===== config.mk =====
export PLATFORM = sky130hd
export DESIGN_NAME = cm150_sel_scheduler
export DESIGN_NICKNAME = d
export VERILOG_FILES = /design/src/rtl/cm150_sel_scheduler.sv
export SDC_FILE = /design/constraint.sdc
export NUM_CORES = 1
export LEC_CHECK = 0
export ABC_AREA = 1
export CORE_AREA = 4 4 93 95
export CTS_CLUSTER_DIAMETER = 120
export CTS_CLUSTER_SIZE = 20
export DETAILED_ROUTE_END_ITERATION = 7
export DIE_AREA = 0 0 97 99
export PLACE_DENSITY_LB_ADDON = 0.15
export SLEW_MARGIN = 20
export SYNTH_ARGS = -nofsm -noshare
export SYNTH_HDL_FRONTEND = slang
export SYNTH_SLANG_ARGS = --single-unit

===== constraint.sdc =====
create_clock -name clk -period 5.8 [get_ports clk]
set_clock_uncertainty 0.1 [all_clocks]
set_input_delay 1.16 -clock clk [delete_from_list [all_inputs] [get_ports clk]]
set_output_delay 1.16 -clock clk [all_outputs]
set_load 0.01 [all_outputs]

===== src/rtl/cm150_sel_scheduler.sv =====
// ---------------------------------------------------------------------------
// cm150_sel_scheduler
//
// Round-robin scheduler that shares one 16:1 mux among 16 requesters.
// It drives the mux select lines and its disable line, and only moves the
// select lines when the grant changes owner.
//
// While the select lines settle after a change, the mux is held disabled.
// This keeps glitched data away from the consumer. Every select change is
// counted, so the switching activity of the shared mux can be measured.
//
// Parameters
//   SETTLE   cycles mux_dis stays high after sel changes, before a grant (>=1)
//   MAX_HOLD max consecutive grant cycles while another requester waits (>=1)
//   CNT_W    width of the saturating select-change counter
//
// Ports
//   clk      in   1      rising-edge clock
//   rst      in   1      asynchronous reset, active-high
//   req      in   16     request per mux data input; bit i requests input i
//   cnt_clr  in   1      synchronous clear of sw_cnt (wins over an increment)
//   sel      out  4      mux select {t,s,r,q}; q is the LSB
//   mux_dis  out  1      mux enable u; 1 forces the mux output inactive
//   gnt      out  16     one-hot grant; bit sel is set while granted
//   gnt_vld  out  1      1 while a grant is active (always ~mux_dis)
//   sw_cnt   out  CNT_W  saturating count of sel value changes
// ---------------------------------------------------------------------------
module cm150_sel_scheduler #(
  parameter int SETTLE   = 2,
  parameter int MAX_HOLD = 8,
  parameter int CNT_W    = 16
) (
  input  logic             clk,
  input  logic             rst,
  input  logic [15:0]      req,
  input  logic             cnt_clr,
  output logic [3:0]       sel,
  output logic             mux_dis,
  output logic [15:0]      gnt,
  output logic             gnt_vld,
  output logic [CNT_W-1:0] sw_cnt
);

  // The settle counter holds at most SETTLE-1. The hold counter holds at
  // most MAX_HOLD.
  localparam int SW = (SETTLE > 1) ? $clog2(SETTLE) : 1;
  localparam int HW = $clog2(MAX_HOLD + 1);

  typedef enum logic [1:0] {
    IDLE   = 2'd0,
    SWITCH = 2'd1,
    GRANT  = 2'd2
  } state_t;

  // State registers
  state_t           state;
  logic [3:0]       ptr;
  logic [HW-1:0]    hold_cnt;
  logic [SW-1:0]    settle_cnt;

  // Next-state values
  state_t           state_n;
  logic [3:0]       ptr_n;
  logic [HW-1:0]    hold_n;
  logic [SW-1:0]    settle_n;
  logic [3:0]       sel_n;
  logic             mux_dis_n;
  logic [15:0]      gnt_n;
  logic             gnt_vld_n;
  logic [CNT_W-1:0] sw_cnt_n;

  // Arbitration helpers
  logic [3:0]       ofs;
  logic [3:0]       winner;
  logic             any_req;
  logic [15:0]      sel_onehot;
  logic             others;
  logic             hold_expire;
  logic             sel_change;

  assign any_req    = |req;
  assign sel_onehot = 16'b1 << sel;

  // A requester other than the current owner is waiting.
  assign others = |(req & ~sel_onehot);

  // The counter reaches 0 on this cycle's decrement.
  assign hold_expire = (hold_cnt == HW'(1));

  // Round-robin priority encoder.
  // The scan runs downward, so the lowest offset from ptr with a request
  // is the one left in ofs. The 4-bit sum wraps modulo 16.
  always_comb begin
    ofs = 4'd0;
    for (int i = 15; i >= 0; i--) begin
      if (req[ptr + 4'(i)]) ofs = 4'(i);
    end
    winner = ptr + ofs;
  end

  // Next-state and registered-output logic
  always_comb begin
    // NOTE: every variable gets a default here first, so no path through the
    // case statement leaves one unassigned and infers a latch.
    state_n    = state;
    ptr_n      = ptr;
    hold_n     = hold_cnt;
    settle_n   = settle_cnt;
    sel_n      = sel;
    mux_dis_n  = mux_dis;
    gnt_n      = gnt;
    gnt_vld_n  = gnt_vld;
    sel_change = 1'b0;

    unique case (state)
      IDLE: begin
        if (any_req) begin
          if (winner == sel) begin
            // Select lines already point at the winner: grant at once.
            state_n   = GRANT;
            gnt_n     = sel_onehot;
            mux_dis_n = 1'b0;
            gnt_vld_n = 1'b1;
            hold_n    = HW'(MAX_HOLD);
          end else begin
            // Move the select lines and keep the mux disabled while they
            // settle. The winner is now fixed until the grant.
            state_n    = SWITCH;
            sel_n      = winner;
            sel_change = 1'b1;
            settle_n   = SW'(SETTLE - 1);
          end
        end
      end

      SWITCH: begin
        if (settle_cnt == '0) begin
          state_n   = GRANT;
          gnt_n     = sel_onehot;
          mux_dis_n = 1'b0;
          gnt_vld_n = 1'b1;
          hold_n    = HW'(MAX_HOLD);
        end else begin
          settle_n = settle_cnt - SW'(1);
        end
      end

      GRANT: begin
        // A dropped request and a hold expiry on the same cycle are one exit.
        if (!req[sel] || (hold_expire && others)) begin
          state_n   = IDLE;
          gnt_n     = '0;
          mux_dis_n = 1'b1;
          gnt_vld_n = 1'b0;
          ptr_n     = sel + 4'd1;
        end else if (hold_expire) begin
          // Nobody else is waiting: reload and keep the grant without a gap.
          hold_n = HW'(MAX_HOLD);
        end else begin
          hold_n = hold_cnt - HW'(1);
        end
      end

      default: begin
        state_n   = IDLE;
        gnt_n     = '0;
        mux_dis_n = 1'b1;
        gnt_vld_n = 1'b0;
      end
    endcase

    // Select-change counter: a clear wins, and an increment saturates.
    if (cnt_clr) begin
      sw_cnt_n = '0;
    end else if (sel_change && !(&sw_cnt)) begin
      sw_cnt_n = sw_cnt + CNT_W'(1);
    end else begin
      sw_cnt_n = sw_cnt;
    end
  end

  // State register
  always_ff @(posedge clk or posedge rst) begin
    if (rst) begin
      state      <= IDLE;
      ptr        <= 4'd0;
      hold_cnt   <= '0;
      settle_cnt <= '0;
      sel        <= 4'd0;
      mux_dis    <= 1'b1;
      gnt        <= '0;
      gnt_vld    <= 1'b0;
      sw_cnt     <= '0;
    end else begin
      // NOTE: sequential state uses non-blocking assignments. Every register
      // then updates from values sampled before the edge, whatever order the
      // statements are written in.
      state      <= state_n;
      ptr        <= ptr_n;
      hold_cnt   <= hold_n;
      settle_cnt <= settle_n;
      sel        <= sel_n;
      mux_dis    <= mux_dis_n;
      gnt        <= gnt_n;
      gnt_vld    <= gnt_vld_n;
      sw_cnt     <= sw_cnt_n;
    end
  end

  // Structural invariants of the scheduler
  a_gnt_onehot : assert property (@(posedge clk) disable iff (rst)
    $onehot0(gnt));

  a_gnt_matches_sel : assert property (@(posedge clk) disable iff (rst)
    gnt_vld |-> (gnt == sel_onehot));

  a_vld_is_not_dis : assert property (@(posedge clk) disable iff (rst)
    gnt_vld == !mux_dis);

  a_sel_stable_when_enabled : assert property (@(posedge clk) disable iff (rst)
    !mux_dis |-> $stable(sel));

endmodule


After elaboration in Yosys (flattened, before gate mapping)
Index checks and enable logic that the tools add are counted.
{ "word_totals": {"input_bits": 19, "rom_bits": 0, "ramBits": 0, "out_inout_bits": 38, "reg_bits": 49, "mem_count": 0, "word_cells": 163, "latchBits": 0} }
{ "op_classes": {"n_mul": 0, "div": 0, "n_mux": 85, "bitwise": 3, "magnitude_cmp": 17, "add_sub_neg": 20, "n_eq_ne": 10, "reduce_logical": 18, "shift": 1} }
{ "ops": {"columns": ["operator", "n"], "rows": [
  ["16-bit 2-to-1 mux", 6],
  ["4-bit by 5-bit less-than comparator with 1-bit output, second input constant", 17],
  ["4-bit 2-to-1 mux", 21],
  ["1-bit binary-select mux with 4-bit select", 17],
  ["16-bit case mux with 3 select lines", 1],
  ["4-bit adder, second input constant", 8],
  ["16-bit OR reduction", 2],
  ["1-bit 2-to-1 mux", 31],
  ["16-bit by 1-bit adder with 16-bit output, second input constant", 1],
  ["4-bit by 3-bit adder with 4-bit output, second input constant", 4],
  ["16-bit AND", 1],
  ["16-bit NOT", 1],
  ["16-bit AND reduction", 1],
  ["1-bit by 4-bit left shift with 16-bit output, first input constant", 1],
  ["2-bit != test, second input constant", 6],
  ["4-bit case mux with 3 select lines", 1],
  ["3-bit AND reduction", 3],
  ["4-bit by 1-bit adder with 4-bit output, second input constant", 2],
  ["4-bit by 2-bit adder with 4-bit output, second input constant", 2],
  ["2-bit 2-to-1 mux", 4],
  ["1-bit case mux with 3 select lines", 2],
  ["2-bit case mux with 3 select lines", 1],
  ["5-bit AND reduction", 1],
  ["4-bit adder", 1],
  ["16 further kinds", 19]
]} }

Longest topological paths before layout
Gate-level depths: netlist of run 1.
{ "logic_depth": {"ltp_word": 27, "depth_mapped": 39, "ltp_nobuf": 37} }

Least setup slack after synthesis of run 1
Ideal clock, no wire load.
{ "synth_path": {"path_type": "register to register", "start": "reg ptr[1]", "end": "reg gnt[0]", "setup_time_ns": 0.121, "path_buffers": 3, "path_stages_with_launch": 34, "t_arrival_ns": 4.403, "required_time_ns": 5.579, "period_less_slack_ns": 4.624, "setup_slack_ns": 1.176, "path_cell_list": "dfrtp_1 -> buf_2 -> inv_2 -> ha_1 -> buf_2 -> inv_1 -> nand3_1 -> nand3_1 -> nand2_1 -> o21ai_1 -> nand2_1 -> nand2_1 -> nand2_1 -> nand2_1 -> nand2_1 -> nand2_1 -> nand2_1 -> nand2_1 -> nand2_1 -> nand2_1 -> nand2_1 -> nand2_1 -> a21oi_1 -> ha_1 -> fa_1 -> xnor2_1 -> xor2_1 -> a2111oi_0 -> nand3_2 -> nand2_4 -> inv_4 -> buf_4 -> o21ai_1 -> nand2_1"} }
{ "synth_via": {"elab_chain_len": 23, "word_cells_on_any_way": 67, "cone_classes": "16 x add/sub; 2 x eq/ne; 48 x mux; 1 x reduce/logical"} }
{ "synth_lines": {"columns": ["element", "line", "text"], "rows": [
  ["start, declared", "57", "logic [3:0] ptr;"],
  ["start signal, assigned", "199", "ptr <= ptr_n;"],
  ["4-bit adder", "96", "if (req[ptr + 4'(i)]) ofs = 4'(i);"],
  ["1-bit binary-select mux with 4-bit select", "96", null],
  ["1-bit 2-to-1 mux (implied by the code)", "96", null],
  ["4-bit 2-to-1 mux (16 in a row)", "96", null],
  ["4-bit adder *", "98", "winner = ptr + ofs;"],
  ["4-bit equality test *", "118", "if (winner == sel) begin"],
  ["2-bit != test (no line) *", null, null],
  ["4-bit AND reduction (no line) *", null, null],
  ["end signal, assigned", "204", "gnt <= gnt_n;"],
  ["end, declared", "39", "output logic [15:0] gnt,"]
]} }
Mark *: on every way between the ends. The rest lies on a longest branch, timed or not. The select of a mux whose other input is x is not followed.
A chain may end at the register's enable or synchronous reset.

Worst setup path after layout of run 1
{ "layout_path": {"start": "in req[2]", "end": "reg sw_cnt[9]"} }
{ "layout_via": {"elab_chain_len": 25, "word_cells_on_any_way": 56, "cone_classes": "1 x add/sub; 1 x eq/ne; 51 x mux; 3 x reduce/logical"} }
{ "layout_lines": {"columns": ["element", "line", "text"], "rows": [
  ["start, declared", "35", "input logic [15:0] req,"],
  ["1-bit binary-select mux with 4-bit select", "96", null],
  ["1-bit 2-to-1 mux (implied by the code)", "96", null],
  ["4-bit 2-to-1 mux (16 in a row)", "96", null],
  ["4-bit adder", "98", null],
  ["4-bit equality test", "118", null],
  ["1-bit 2-to-1 mux", "118", null],
  ["1-bit 2-to-1 mux *", "117", "if (any_req) begin"],
  ["1-bit 2-to-1 mux *", "115", "unique case (state)"],
  ["1-bit logical AND *", "175", "end else if (sel_change && !(&sw_cnt)) begin"],
  ["2-bit nonzero test (no line) *", null, null],
  ["end signal, assigned", "206", "sw_cnt <= sw_cnt_n;"],
  ["end, declared", "41", "output logic [CNT_W-1:0] sw_cnt"]
]} }
Marks and branches as above.

==> impl_metrics.json, run 1 <==
{
  "cts_setup_buffers": 0,
  "timing.final.hold_violations": 0,
  "grt_pass1_vias": 4390,
  "dpl_cell_area_um2": 4945,
  "cts.repair.resized": 0,
  "cts_buffers": 5,
  "end_kind": "register",
  "syn_inst": 684,
  "hpwl_um": 9209,
  "ant_nets": 0,
  "coreArea_um2": 7727,
  "clock_latency_ns": 0.31,
  "dp_cells": 824,
  "maxCapViolCount": 0,
  "hold_buffers": 0,
  "drive_gt1_share_pct": 4.110,
  "die_area_um2": 9603,
  "worstHoldPathCells": 2,
  "synthesis.nets": 723,
  "status": "completed",
  "nets": 768,
  "rows": 32,
  "slew_violations": 0,
  "setup_viol": 0,
  "viasPerCell": 5.700,
  "critical-path-slowest-cell": "clkdlybuf4s50_1",
  "rsz0062_at_grt": "false",
  "worstSetupPathType": "in -> reg",
  "numClockSinks": 49,
  "first_pass_iters": 5,
  "diodes": 0,
  "p_leak_uw": 0.002512,
  "crit_path_frequent_cell": "nand2_1",
  "start_util_pct": 56.36,
  "die_width_um": 97,
  "yosysWarnings": 0,
  "cts_root_buf": "clkbuf_8",
  "final_cell_mix": "nand2_1, nand3_1, clkdlybuf4s50_1",
  "crit_fanout": 17,
  "io_pins": 57,
  "regToRegSetupSlack_ns": 0.55,
  "synth_area_per_cell_um2": 6.368,
  "arrival_ns": 5.50,
  "relSlewSlack_pct": 44.36,
  "remaining_drc_errors": 0,
  "timing.fmax_mhz": 185.4,
  "worstReg2RegStart": "ptr[0]",
  "instances_no_fill": 832,
  "gp_congestion": 0.9939,
  "wirelength_um": 12130,
  "ys_types": 41,
  "ff2ff_path_depth": 31,
  "cp-start-kind": "input port",
  "h-tree-depth": 2,
  "hold_path.class": "reg -> reg",
  "nFillCells": 698,
  "antenna_found_initial": 0,
  "final.setup.tns_ns": 0,
  "syn2layout_area_growth_pct": 16.03,
  "port_buffers": 56,
  "finalCritPeriodShare_pct": 93.00,
  "ys_seq_elements": 49,
  "worstMarginPinSlew_ns": 0.8336,
  "yosysSeqAreaShare_pct": 28.18,
  "grt_pass1_wl_um": 20670,
  "die_h_um": 99,
  "hold_end": "settle_cnt",
  "grt_overflow_total": 0,
  "grt_usage_pct": 25.64,
  "syn-cell-area_um2": 4355,
  "r2r_end": "sw_cnt[9]",
  "slowest_delay_ns": 0.55,
  "drt_iter0_drc": 333,
  "min_from": "settle_cnt",
  "layout_commonest_cell": "nand2_1",
  "powerDensity_nw_per_um2": 631.6,
  "num_vias": 4742,
  "tritoncts": "yes",
  "worstPathRequired_ns": 5.91,
  "grt_max_degree": 50,
  "avgRoutedWirePerCell_um": 14.58,
  "period_minus_slack_ns": 5.394,
  "clk_path_buf_depth": 2,
  "vdd_ir_drop_max_mv": 0.4556,
  "final_area_um2": 5054,
  "clkTransAtPathRegs_ns": 0.09
}
[worst max-delay path, delay by kind of cell]
| kind | cells | cell delay, ns |
|---|---|---|
| xor gates and xnor gates | 2 | 0.35 |
| adders and majority gates | 2 | 0.59 |
| and+or+nand+nor | 21 | 1.93 |
| AOI/OAI and AO/OA | 3 | 0.69 |
| buffers and inverters | 2 | 0.75 |
[worst max-delay path by stage]
stage / endpoint / start / depth (start not counted) / slack (ns)
2_1_floorplan: gnt[0] / ptr[1] / 33 / 1.18
3_3_place_gp: sw_cnt[13] / req[4] / 30 / 0.24
3_5_place_dp: sw_cnt[9] / req[3] / 30 / 0.20
4_1_cts: sw_cnt[9] / req[3] / 30 / 0.51
5_1_grt: sw_cnt[9] / req[3] / 30 / 0.00009
6_report: sw_cnt[9] / req[2] / 30 / 0.41
[per-stage QoR]
step | hold slack (ns) | util [%] | total power [µW] | worst slack (ns)
4_1_cts | 0.3855 | 65.38 | 3162 | 0.5101
3_3_place_gp | 0.3565 | 63.99 | 2849 | 0.2450
3_5_place_dp | 0.3641 | 63.99 | 2911 | 0.1972
5_1_grt | 0.4105 | 65.40 | 3542 | 0.00008660
2_1_floorplan | 0.3424 | - | 2347 | 1.176
6_report | 0.3829 | 65.40 | 3192 | 0.4060
[final cells by class]
type / count / area (µm²) / area share (%)
inverters: 65 / 247.7 / 4.902
repair buffers: 60 / 590.6 / 11.69
multi-input cells: 548 / 2753 / 54.47
well taps: 102 / 127.6 / 2.525
clock buffers: 6 / 72.57 / 1.436
flip-flops and latches: 49 / 1227 / 24.29
clock inverters: 2 / 35.03 / 0.6932
[routing by layer]
| metal | track usage (%) | wire length [µm] | part of all wire, % |
|---|---|---|---|
| met5 | 0 | 0 | 0 |
| met4 | 6.263 | 247 | 2.0 |
| met3 | 6.228 | 1058 | 8.7 |
| met2 | 39.33 | 5221 | 43 |
| met1 | 36.52 | 5605 | 46 |
[kinds of logic after synthesis]
logic type                 Yosys count  share of synthesized area [%]
and+or+nand+nor                    439                          44.38
buffers and inverters               87                          8.618
AOI/OAI and AO/OA                   69                          8.877
DFF                                 49                          28.18
xor gates and xnor gates            20                          4.022
adders and majority gates           20                          5.918
[power breakdown]
part	total, µW	internal [µW]	leakage, µW	switching [µW]
combinational	2380	803	0.00180	1580
sequential	566	438	0.000652	129
clock	247	128	0.0000552	118
total	3190	1370	0.00251	1820
[synth_stat cells (all sizes together)]
master / number / share of area (%)
a21boi: 2 / 0.34
or2: 2 / 0.29
clkinv: 3 / 0.26
a221o: 1 / 0.23
o21ai: 43 / 4.9
a32o: 2 / 0.46
fa: 1 / 0.46
nand3: 116 / 14
buf: 15 / 2.4
xor2: 17 / 3.4
nor3: 17 / 2.0
clkbuf: 7 / 0.60
nand3b: 1 / 0.17
or4: 1 / 0.17
a2111oi: 1 / 0.20
nor2: 50 / 4.7
inv: 62 / 5.4
o22ai: 1 / 0.14
o31ai: 4 / 0.69
a31oi: 2 / 0.29
dfrtp: 48 / 28
xnor2: 3 / 0.60
nand2: 233 / 20
dfstp: 1 / 0.60
nor4: 7 / 1.0
nor3b: 2 / 0.34
a21oi: 13 / 1.6
nand4: 10 / 1.8
ha: 19 / 5.5
[registers in the layout (all words and copies together), names as in the netlist]
name	count
gnt	16
hold_cnt	4
sel	4
ptr	4
gnt_vld	1
settle_cnt	1
mux_dis	1
sw_cnt	16
state	2
(Power assumes the default switching activity.)
==> inputs of run 2 (changes only) <==
==> constraint.sdc (replaced) <==
create_clock -name clk -period 5.8 [get_ports clk]
set_clock_uncertainty 0.1 [all_clocks]
set_input_delay 1.16 -clock clk [delete_from_list [all_inputs] [get_ports clk]]
set_output_delay 1.16 -clock clk [all_outputs]
set_load 0.1 [all_outputs]
==> results of run 2 <==
The final DEF is identical to that of run 1. Status: completed.
Power of run 2 is left out: the tool's default activity adds up to more than one toggle a clock period on the data nets, which glitch-free logic cannot reach.
==> inputs of run 3 (changes only) <==
CORE_AREA = 4 4 110 112   (was 4 4 93 95)
DIE_AREA = 0 0 114 116   (was 0 0 97 99)
==> run 3 against run 2 <==
  * Sequential share of layout area down 0.58 points
  * Register-to-register slack better by 0.17 ns
  * Worst setup slack better by 0.075 ns
  * Fmax up 1.4%
  * Global-route usage down 6.1 points
  * Non-clock buffer count up 1
  * Flip-flop and latch count unchanged
  * Critical path type unchanged
  * Largest cell class unchanged
==> impl_metrics.json, run 3 (synthesized netlist as in run 1, its figures left out) <==
{
  "status": "completed",
  "timing.final.hold_violations": 0,
  "clk_path_buf_depth": 2,
  "critical-path-slowest-cell": "clkdlybuf4s50_1",
  "nets": 769,
  "slew_violations": 0,
  "avgRoutedWirePerCell_um": 14.75,
  "hold_path.class": "reg -> reg",
  "setup_viol": 0,
  "final.setup.tns_ns": 0,
  "hpwl_um": 9696,
  "diodes": 0,
  "worstMarginPinSlew_ns": 0.9901,
  "worstSetupPathType": "in -> reg",
  "drt_iter0_drc": 384,
  "ant_nets": 0,
  "numClockSinks": 49,
  "clock_latency_ns": 0.28,
  "cts.repair.resized": 0,
  "finalCritPeriodShare_pct": 91.70,
  "cts_setup_buffers": 0,
  "coreArea_um2": 11220,
  "drive_gt1_share_pct": 4.241,
  "crit_path_frequent_cell": "nand2_1",
  "clkTransAtPathRegs_ns": 0.07,
  "final_cell_mix": "nand2_1, nand3_1, clkdlybuf4s50_1",
  "nFillCells": 1185,
  "period_minus_slack_ns": 5.319,
  "die_width_um": 114,
  "start_util_pct": 38.81,
  "reg_top3": "gnt x16, sw_cnt x16",
  "tritoncts": "yes",
  "timing.fmax_mhz": 188.0,
  "num_vias": 4618,
  "first_pass_iters": 5,
  "port_buffers": 56,
  "viasPerCell": 5.284,
  "hold_end": "mux_dis",
  "grt_overflow_total": 0,
  "cts_root_buf": "clkbuf_16",
  "worstPathRequired_ns": 5.88,
  "die_h_um": 116,
  "crit_fanout": 17,
  "remaining_drc_errors": 0,
  "die_area_um2": 13220,
  "cp-start-kind": "input port",
  "rsz0062_at_grt": "false",
  "gp_congestion": 0.9647,
  "hold_buffers": 0,
  "antenna_found_initial": 0,
  "end_kind": "register",
  "h-tree-depth": 2,
  "io_pins": 57,
  "slowest_delay_ns": 0.58,
  "grt_pass1_vias": 4284,
  "regToRegSetupSlack_ns": 0.72,
  "syn2layout_area_growth_pct": 18.87,
  "ff2ff_path_depth": 31,
  "grt_usage_pct": 19.57,
  "wirelength_um": 12890,
  "cts_buffers": 5,
  "rows": 39,
  "layout_commonest_cell": "nand2_1",
  "relSlewSlack_pct": 33.79,
  "grt_max_degree": 50,
  "min_from": "mux_dis",
  "arrival_ns": 5.39,
  "worstHoldPathCells": 2,
  "maxCapViolCount": 0,
  "worstReg2RegStart": "ptr[0]",
  "r2r_end": "sw_cnt[12]",
  "grt_pass1_wl_um": 21480
}
==> run 3: how the worst max path moves through the flow <==
stage / endpoint / startpoint / cells after the start / slack (ns)
final: sw_cnt[12] / req[9] / 30 / 0.48
after global routing: sw_cnt[5] / req[9] / 30 / 0.07
after CTS: sw_cnt[12] / req[9] / 30 / 0.49
after detailed placement: sw_cnt[12] / req[9] / 30 / 0.22
after global placement: sw_cnt[14] / req[8] / 30 / 0.20
after floorplan: gnt[0] / ptr[1] / 33 / 1.16
==> run 3: stage by stage <==
step                      util, %  instance area, µm²  hold WS (ns)  std cells  setup WS [ns]
after global placement      44.58                5004        0.3569        866         0.2010
after CTS                   46.12                5176        0.3830        874         0.4864
after floorplan                 -                4355        0.3424        684          1.162
after global routing        46.13                5177        0.4072        874        0.07041
final                       46.13                5177        0.3785        874         0.4812
after detailed placement    44.58                5004        0.3733        866         0.2165
==> run 3: cell type report <==
type / instances / area [µm²] / share of cell area [%]
multi-input combinational: 548 / 2753 / 53.17
sequential: 49 / 1227 / 23.71
timing repair buffer: 61 / 598.1 / 11.55
inverter: 65 / 247.7 / 4.785
tap: 143 / 178.9 / 3.456
clock buffer: 7 / 142.6 / 2.755
clock inverter: 1 / 30.03 / 0.5800
==> run 3: critical path: cells and delay by family <==
family | cells | cell delay [ns]
AOI/OAI and AO/OA | 3 | 0.58
xor gates and xnor gates | 2 | 0.35
adders and majority gates | 2 | 0.59
buffers and inverters | 2 | 0.77
and+or+nand+nor | 21 | 1.93
==> run 3: per-layer routing <==
metal  up-vias  routed length [µm]  track usage [%]
li1       2346                   -                -
met5         -                   0                0
met1      2132                6263            28.55
met4         0                  37            2.059
met2       136                5817            31.77
met3         4                 770            3.029
Power of run 3 is left out for the same reason.
